[src/rtl/cv32e40px_apu_core_pkg.sv]
// ============================================================================
// Module   : cv32e40px_apu_core_pkg
// Brief    : APU interface widths and the dispatcher order-FIFO entry type.
// Revision : 1.0
// ============================================================================
`default_nettype none

package cv32e40px_apu_core_pkg;

    localparam int APU_NARGS_CPU    = 3;
    localparam int APU_WOP_CPU      = 6;
    localparam int APU_NDSFLAGS_CPU = 15;
    localparam int APU_NUSFLAGS_CPU = 5;

    // Wide enough for up to four units; out-of-range targets use the err marker.
    localparam int APU_ORD_UNIT_W   = 2;

    typedef struct packed {
        logic                      err;
        logic [APU_ORD_UNIT_W-1:0] unit;
    } apu_ord_entry_t;

endpackage

`default_nettype wire

[src/rtl/cv32e40px_apu_res_fifo.sv]
// ============================================================================
// Module   : cv32e40px_apu_res_fifo
// Brief    : Small show-ahead FIFO used for issue order and per-unit results.
// Revision : 1.0
// ============================================================================
`default_nettype none

module cv32e40px_apu_res_fifo #(
    parameter int WIDTH = 8,
    parameter int DEPTH = 4
) (
    input  logic                     clk,
    input  logic                     rst,
    input  logic                     i_push,
    input  logic [WIDTH-1:0]         i_wdata,
    input  logic                     i_pop,
    output logic [WIDTH-1:0]         o_rdata,
    output logic                     o_full,
    output logic                     o_empty,
    output logic [$clog2(DEPTH):0]   o_count
);

    localparam int c_aw = $clog2(DEPTH);

    logic [WIDTH-1:0] r_mem [DEPTH];
    logic [c_aw-1:0]  r_wptr;
    logic [c_aw-1:0]  r_rptr;
    logic [c_aw:0]    r_count;
    logic             w_push;
    logic             w_pop;

    assign o_full  = (r_count == (c_aw+1)'(DEPTH));
    assign o_empty = (r_count == '0);
    assign o_count = r_count;
    assign o_rdata = r_mem[r_rptr];

    assign w_push = i_push & ~o_full;
    assign w_pop  = i_pop & ~o_empty;

    always_ff @(posedge clk) begin
        if (w_push) begin
            r_mem[r_wptr] <= i_wdata;
        end
    end

    // DEPTH is a power of two, so pointers wrap naturally.
    always_ff @(posedge clk) begin
        if (rst) begin
            r_wptr  <= '0;
            r_rptr  <= '0;
            r_count <= '0;
        end else begin
            if (w_push) begin
                r_wptr <= r_wptr + 1'b1;
            end
            if (w_pop) begin
                r_rptr <= r_rptr + 1'b1;
            end
            case ({w_push, w_pop})
                2'b10:   r_count <= r_count + 1'b1;
                2'b01:   r_count <= r_count - 1'b1;
                default: r_count <= r_count;
            endcase
        end
    end

endmodule

`default_nettype wire

[src/rtl/cv32e40px_apu_dispatcher.sv]
// ============================================================================
// Module   : cv32e40px_apu_dispatcher
// Brief    : Routes core APU requests to N units and returns results in order.
//            APU_DISPATCH_PERF_EN adds stall/return performance counters.
// Revision : 1.0
// ============================================================================
`default_nettype none

module cv32e40px_apu_dispatcher
    import cv32e40px_apu_core_pkg::*;
#(
    parameter int NUM_UNITS = 2,
    parameter int DEPTH     = 4,
    parameter int UNIT_W    = 2
) (
    input  logic                                  clk_i,
    input  logic                                  rst_i,
    input  logic                                  apu_req_i,
    output logic                                  apu_gnt_o,
    input  logic [UNIT_W-1:0]                     apu_unit_i,
    input  logic [APU_NARGS_CPU*32-1:0]           apu_operands_i,
    input  logic [APU_WOP_CPU-1:0]                apu_op_i,
    input  logic [APU_NDSFLAGS_CPU-1:0]           apu_flags_i,
    output logic                                  apu_rvalid_o,
    output logic [31:0]                           apu_rdata_o,
    output logic [APU_NUSFLAGS_CPU-1:0]           apu_rflags_o,
    output logic [NUM_UNITS-1:0]                  unit_req_o,
    input  logic [NUM_UNITS-1:0]                  unit_gnt_i,
    output logic [APU_NARGS_CPU*32-1:0]           unit_operands_o,
    output logic [APU_WOP_CPU-1:0]                unit_op_o,
    output logic [APU_NDSFLAGS_CPU-1:0]           unit_flags_o,
    input  logic [NUM_UNITS-1:0]                  unit_rvalid_i,
    input  logic [NUM_UNITS*32-1:0]               unit_rdata_i,
    input  logic [NUM_UNITS*APU_NUSFLAGS_CPU-1:0] unit_rflags_i,
    output logic [$clog2(DEPTH):0]                outstanding_o,
`ifdef APU_DISPATCH_PERF_EN
    output logic [31:0]                           perf_stall_cnt_o,
    output logic [31:0]                           perf_ret_cnt_o,
`endif
    output logic                                  err_o
);

    localparam int c_cnt_w = $clog2(DEPTH) + 1;
    localparam int c_res_w = 32 + APU_NUSFLAGS_CPU;
    localparam int c_ord_w = $bits(apu_ord_entry_t);

    logic                 w_full;
    logic                 w_in_range;
    logic                 w_gnt_sel;
    logic                 w_accept;
    logic                 w_ord_pop;
    logic                 w_ord_empty;
    logic                 w_ord_full;
    logic [c_cnt_w-1:0]   w_ord_count;
    apu_ord_entry_t       w_push_entry;
    apu_ord_entry_t       w_head;
    logic                 w_rvalid;
    logic [31:0]          w_rdata;
    logic [APU_NUSFLAGS_CPU-1:0] w_rflags;
    logic [NUM_UNITS-1:0] w_buf_push;
    logic [NUM_UNITS-1:0] w_buf_pop;
    logic [NUM_UNITS-1:0] w_buf_empty;
    logic [NUM_UNITS-1:0] w_buf_full;
    logic [NUM_UNITS-1:0] w_drop;
    logic [c_res_w-1:0]   w_buf_rdata [NUM_UNITS];
    logic                 r_err;

    assign unit_operands_o = apu_operands_i;
    assign unit_op_o       = apu_op_i;
    assign unit_flags_o    = apu_flags_i;

    assign w_in_range = (32'(apu_unit_i) < NUM_UNITS);
    assign w_full     = w_ord_full;

    // Out-of-range targets have no unit to wait on and are granted directly.
    always_comb begin
        w_gnt_sel = 1'b1;
        for (int u = 0; u < NUM_UNITS; u++) begin
            if (apu_unit_i == UNIT_W'(u)) begin
                w_gnt_sel = unit_gnt_i[u];
            end
        end
    end

    assign apu_gnt_o         = w_gnt_sel & ~w_full;
    assign w_accept          = apu_req_i & apu_gnt_o;
    assign w_push_entry.err  = ~w_in_range;
    assign w_push_entry.unit = APU_ORD_UNIT_W'(apu_unit_i);

    cv32e40px_apu_res_fifo #(
        .WIDTH (c_ord_w),
        .DEPTH (DEPTH)
    ) u_ord_fifo (
        .clk     (clk_i),
        .rst     (rst_i),
        .i_push  (w_accept),
        .i_wdata (w_push_entry),
        .i_pop   (w_ord_pop),
        .o_rdata (w_head),
        .o_full  (w_ord_full),
        .o_empty (w_ord_empty),
        .o_count (w_ord_count)
    );

    assign outstanding_o = w_ord_count;

    generate
        for (genvar u = 0; u < NUM_UNITS; u++) begin : g_unit
            logic [c_cnt_w-1:0] r_issued;
            logic [c_cnt_w-1:0] w_buf_count;
            logic               w_issue;

            assign unit_req_o[u] = apu_req_i & (apu_unit_i == UNIT_W'(u)) & ~w_full;
            assign w_issue       = w_accept & w_in_range & (apu_unit_i == UNIT_W'(u));

            // A result is only legal while some issued op still lacks its result.
            assign w_buf_push[u] = unit_rvalid_i[u] & (r_issued > w_buf_count) & ~w_buf_full[u];
            assign w_drop[u]     = unit_rvalid_i[u] & ~w_buf_push[u];

            always_ff @(posedge clk_i) begin
                if (rst_i) begin
                    r_issued <= '0;
                end else if (w_issue & ~w_buf_pop[u]) begin
                    r_issued <= r_issued + 1'b1;
                end else if (~w_issue & w_buf_pop[u]) begin
                    r_issued <= r_issued - 1'b1;
                end
            end

            cv32e40px_apu_res_fifo #(
                .WIDTH (c_res_w),
                .DEPTH (DEPTH)
            ) u_res_fifo (
                .clk     (clk_i),
                .rst     (rst_i),
                .i_push  (w_buf_push[u]),
                .i_wdata ({unit_rdata_i[u*32 +: 32],
                           unit_rflags_i[u*APU_NUSFLAGS_CPU +: APU_NUSFLAGS_CPU]}),
                .i_pop   (w_buf_pop[u]),
                .o_rdata (w_buf_rdata[u]),
                .o_full  (w_buf_full[u]),
                .o_empty (w_buf_empty[u]),
                .o_count (w_buf_count)
            );
        end
    endgenerate

    // Retire the order-FIFO head once its unit's result is buffered.
    always_comb begin
        w_ord_pop = 1'b0;
        w_rvalid  = 1'b0;
        w_rdata   = '0;
        w_rflags  = '0;
        w_buf_pop = '0;
        if (!w_ord_empty) begin
            if (w_head.err) begin
                w_ord_pop = 1'b1;
                w_rvalid  = 1'b1;
            end else begin
                for (int u = 0; u < NUM_UNITS; u++) begin
                    if ((w_head.unit == APU_ORD_UNIT_W'(u)) && !w_buf_empty[u]) begin
                        w_ord_pop    = 1'b1;
                        w_rvalid     = 1'b1;
                        w_buf_pop[u] = 1'b1;
                        {w_rdata, w_rflags} = w_buf_rdata[u];
                    end
                end
            end
        end
    end

    assign apu_rvalid_o = w_rvalid;
    assign apu_rdata_o  = w_rdata;
    assign apu_rflags_o = w_rflags;

    always_ff @(posedge clk_i) begin
        if (rst_i) begin
            r_err <= 1'b0;
        end else if ((w_accept & ~w_in_range) | (|w_drop)) begin
            r_err <= 1'b1;
        end
    end

    assign err_o = r_err;

`ifdef APU_DISPATCH_PERF_EN
    logic [31:0] r_stall_cnt;
    logic [31:0] r_ret_cnt;

    always_ff @(posedge clk_i) begin
        if (rst_i) begin
            r_stall_cnt <= '0;
            r_ret_cnt   <= '0;
        end else begin
            if (apu_req_i & ~apu_gnt_o & ~(&r_stall_cnt)) begin
                r_stall_cnt <= r_stall_cnt + 1'b1;
            end
            if (w_rvalid & ~(&r_ret_cnt)) begin
                r_ret_cnt <= r_ret_cnt + 1'b1;
            end
        end
    end

    assign perf_stall_cnt_o = r_stall_cnt;
    assign perf_ret_cnt_o   = r_ret_cnt;
`endif

endmodule

`default_nettype wire

[config.mk]
export PLATFORM = sky130hd
export DESIGN_NAME = cv32e40px_apu_dispatcher
export DESIGN_NICKNAME = d
export VERILOG_FILES = /design/src/rtl/cv32e40px_apu_core_pkg.sv /design/src/rtl/cv32e40px_apu_res_fifo.sv /design/src/rtl/cv32e40px_apu_dispatcher.sv
export SDC_FILE = /design/constraint.sdc
export NUM_CORES = 1
export LEC_CHECK = 0
export CELL_PAD_IN_SITES_DETAIL_PLACEMENT = 1
export CELL_PAD_IN_SITES_GLOBAL_PLACEMENT = 2
export CORE_MARGIN = 4
export CORE_UTILIZATION = 38
export DETAILED_ROUTE_END_ITERATION = 12
export GPL_TIMING_DRIVEN = 0
export PLACE_DENSITY = 0.95
export SYNTH_ARGS = -nofsm -noshare
export SYNTH_HDL_FRONTEND = slang
export SYNTH_SLANG_ARGS = --single-unit
[constraint.sdc]
create_clock -name clk_i -period 4.52 [get_ports clk_i]
set_input_delay 0.678 -clock clk_i [delete_from_list [all_inputs] [get_ports clk_i]]
set_output_delay 0.678 -clock clk_i [all_outputs]
set_load 0.02 [all_outputs]
==> impl_metrics.json <==
{
  "status": "finished clean",
  "setup_tns_ns": 0,
  "grt_busiest_layer": "met2",
  "die_width_um": 201,
  "p_leak_nw": 6.31,
  "critPathKind": "flip-flop to primary output",
  "dr_total_vias": 7988,
  "drt_drc_violations_left": 0,
  "via_per_inst": 5.06,
  "antenna_found_initial": 7,
  "grt_pass1_wl_mm": 55.6,
  "detail_route.first_pass.iterations": 5,
  "grt_pass1_vias": 8813,
  "worst_setup_path_start_kind": "flip-flop",
  "synth_top_cell_area_share_pct": 64.3,
  "final_cell_area_mm2": 0.0186,
  "synth_flop_cell": "edfxtp_1",
  "ys_types": 38,
  "fmax_ghz": 0.236,
  "insertion_delay_ns": 0.53,
  "io_pins": 362,
  "ir_drop_v": 0.000381,
  "synthTopCellsByArea": "edfxtp_1 64%, mux4_2 12%, buf_4 6.2%, dfxtp_1 4.8%, a22o_1 2.3%",
  "r2r_cells": 11,
  "p_per_area_mw_per_mm2": 440,
  "die_area_mm2": 0.0405,
  "grt_max_degree": 30,
  "cap_violations": 0,
  "min_path_cells": 2,
  "final_util_pct": 50.6,
  "yosys.area.top_type": "edfxtp_1",
  "cts_setup_buffers": 0,
  "syn_avg_cell_area_um2": 18.1,
  "setup_ws_ns": 0.290,
  "yosysMostFrequentCell": "edfxtp_1",
  "gp_congestion": 0.743,
  "synth_edf_count": 304,
  "setup_viol": 0,
  "r2r-start": "g_unit[0].u_res_fifo.o_count[1]$_SDFFE_PP0P_",
  "grt_use_total_pct": 18.1,
  "ys_warn_count": 0,
  "h-tree-depth": 2,
  "grt.met2_usage_pct": 33.2,
  "period_needed_ns": 4.23,
  "gr-total-overflow": 0,
  "cp_data_arrival_time_ns": 3.55,
  "cts-root-buf": "clkbuf_16",
  "yosysSeqAreaShare_pct": 69.1,
  "rsz0062_at_grt": "false",
  "preCtsSetupSlack_ns": 0.696,
  "start_util_pct": 38.7,
  "finalHoldViolCount": 0,
  "worst_ep_required_time_ns": 3.84,
  "wl_per_cell_um": 24.0,
  "drt_iter0_markers": 492,
  "hp-class": "flip-flop to flip-flop",
  "clkTransAtPathRegs_ns": 0.06,
  "dp_hpwl_mm": 27.3,
  "wl_mm": 37.9,
  "finalCritPeriodShare_pct": 93.6,
  "synth_async_sr_flop_share_pct": 0,
  "grtUsageMet1_pct": 20.8,
  "design.core.area_mm2": 0.0367,
  "netlist_instances": 786,
  "syn-num-nets": 1014,
  "cts_buffers": 37,
  "dpl_cell_area_mm2": 0.0174,
  "yosys_register_bits": 338,
  "worst_pin_slew_ns": 1.08,
  "die_h_um": 201,
  "io_buffer_count": 244,
  "cts_tree": "yes",
  "slew_violations": 0,
  "cts_sinks": 338,
  "area_growth_pct": 30.9,
  "synth_area_mm2": 0.0142,
  "end_kind": "primary output",
  "num_rows": 70,
  "synth_common_cells": "304 x edfxtp_1, 118 x buf_4, 75 x mux4_2",
  "drive_gt1_share_pct": 24.8,
  "maxSlewHeadroom_pct": 28.2,
  "fin_nets": 1305,
  "min_from": "g_unit[0].r_issued[2]$_SDFFE_PP0P_",
  "antenna_left": 0,
  "grt_use_met3_pct": 3.90,
  "cts_buffer_depth": 3,
  "cp_max_fo": 10,
  "fin_skew_ns": 0.0151
}
[report_power, final]
part	switching (W)	internal, W	leakage (nW)
Combinational	0.000729	0.000709	2.72
Clock	0.00121	0.00169	0.566
Sequential	0.000109	0.00373	3.02
[final timing paths]
| path | endpoint | slack (ns) |
|---|---|---|
| min reg2reg | g_unit[0].r_issued[2]$_SDFFE_PP0P_ | 0.49 |
| max reg2reg | g_unit[0].u_res_fifo.o_count[2]$_SDFFE_PP0P_ | 1.22 |
| max | apu_rdata_o[11] | 0.29 |
| min | g_unit[0].r_issued[2]$_SDFFE_PP0P_ | 0.49 |
[timing repair]
item | in CTS | in global routing
hold buffers | 0 | 0
gates resized for setup | 0 | 2
setup endpoints to repair | 0 | 3
[per-layer routing]
metal,vias up,share of wire (%),routed length [um]
met5,-,0.034,13
met4,2,3.0,1140
met3,61,6.4,2420
met2,326,54,20400
met1,4080,37,13900
li1,3519,-,-
[final cells by class]
type	instances	area [um2]
clock buffer	43	948
sequential	338	9810
clock inverter	23	218
tap	468	586
fill	3478	18100
inverter	32	121
timing repair buffer	252	2600
buffer	145	1040
antenna	7	17.5
multi-input combinational	271	3230
[placed cells by master, fill, tap and decap left out, drive strengths merged, types with 5 or more instances in the layout]
master and count:
mux2i 10, ha 23, mux4 75, a21oi 11
clkinv 17, or3 6, a22o 37, buf 137
and2 12, clkbuf 59, edfxtp 304, nor2b 6
clkdlybuf4s50 244, nor2 33, dfxtp 34, diode 7
fa 5, nor3 5, xor2 11, o21ai 8
xnor2 6, inv 33
[metrics by stage]
stage / hold slack (ns) / total power (W) / std cells
floorplan: 0.462 / 0.00477 / 786
global placement: 0.483 / 0.00527 / 1498
detailed placement: 0.491 / 0.00537 / 1506
CTS: 0.501 / 0.00830 / 1572
global route: 0.552 / 0.00856 / 1578
finish: 0.493 / 0.00818 / 1579
[worst max-delay path: stages (launching register included)]
cell and delay, ns:
dfxtp_1 0.32, buf_6 0.12, mux2i_1 0.30, nand3_1 0.12, a211o_1 0.40, inv_1 0.10, buf_2 0.29, clkbuf_1 0.49
a22o_1 0.28, clkdlybuf4s50_1 0.62
[logic make-up after synthesis]
family,count (synthesis),synth area share (%)
DFF,338,69.1
buffers and inverters,177,8.20
muxes,89,12.9
and+or+nand+nor,71,2.46
AOI/OAI and AO/OA,66,3.51
adders and majority gates,28,2.73
xor gates and xnor gates,17,1.05
[sequential cells by signal (all words and copies together) (netlist names), named ones only]
| register | flops |
|---|---|
| g_unit.u_res_fifo.r_rptr | 4 |
| g_unit.u_res_fifo.r_mem | 296 |
| g_unit.r_issued | 6 |
| u_ord_fifo.o_count | 3 |
| err_o | 1 |
| g_unit.u_res_fifo.r_wptr | 4 |
| u_ord_fifo.r_wptr | 2 |
| u_ord_fifo.r_rptr | 2 |
| u_ord_fifo.r_mem | 8 |
| g_unit.u_res_fifo.o_count | 6 |
Note: power is estimated with default switching activity, not from simulation.
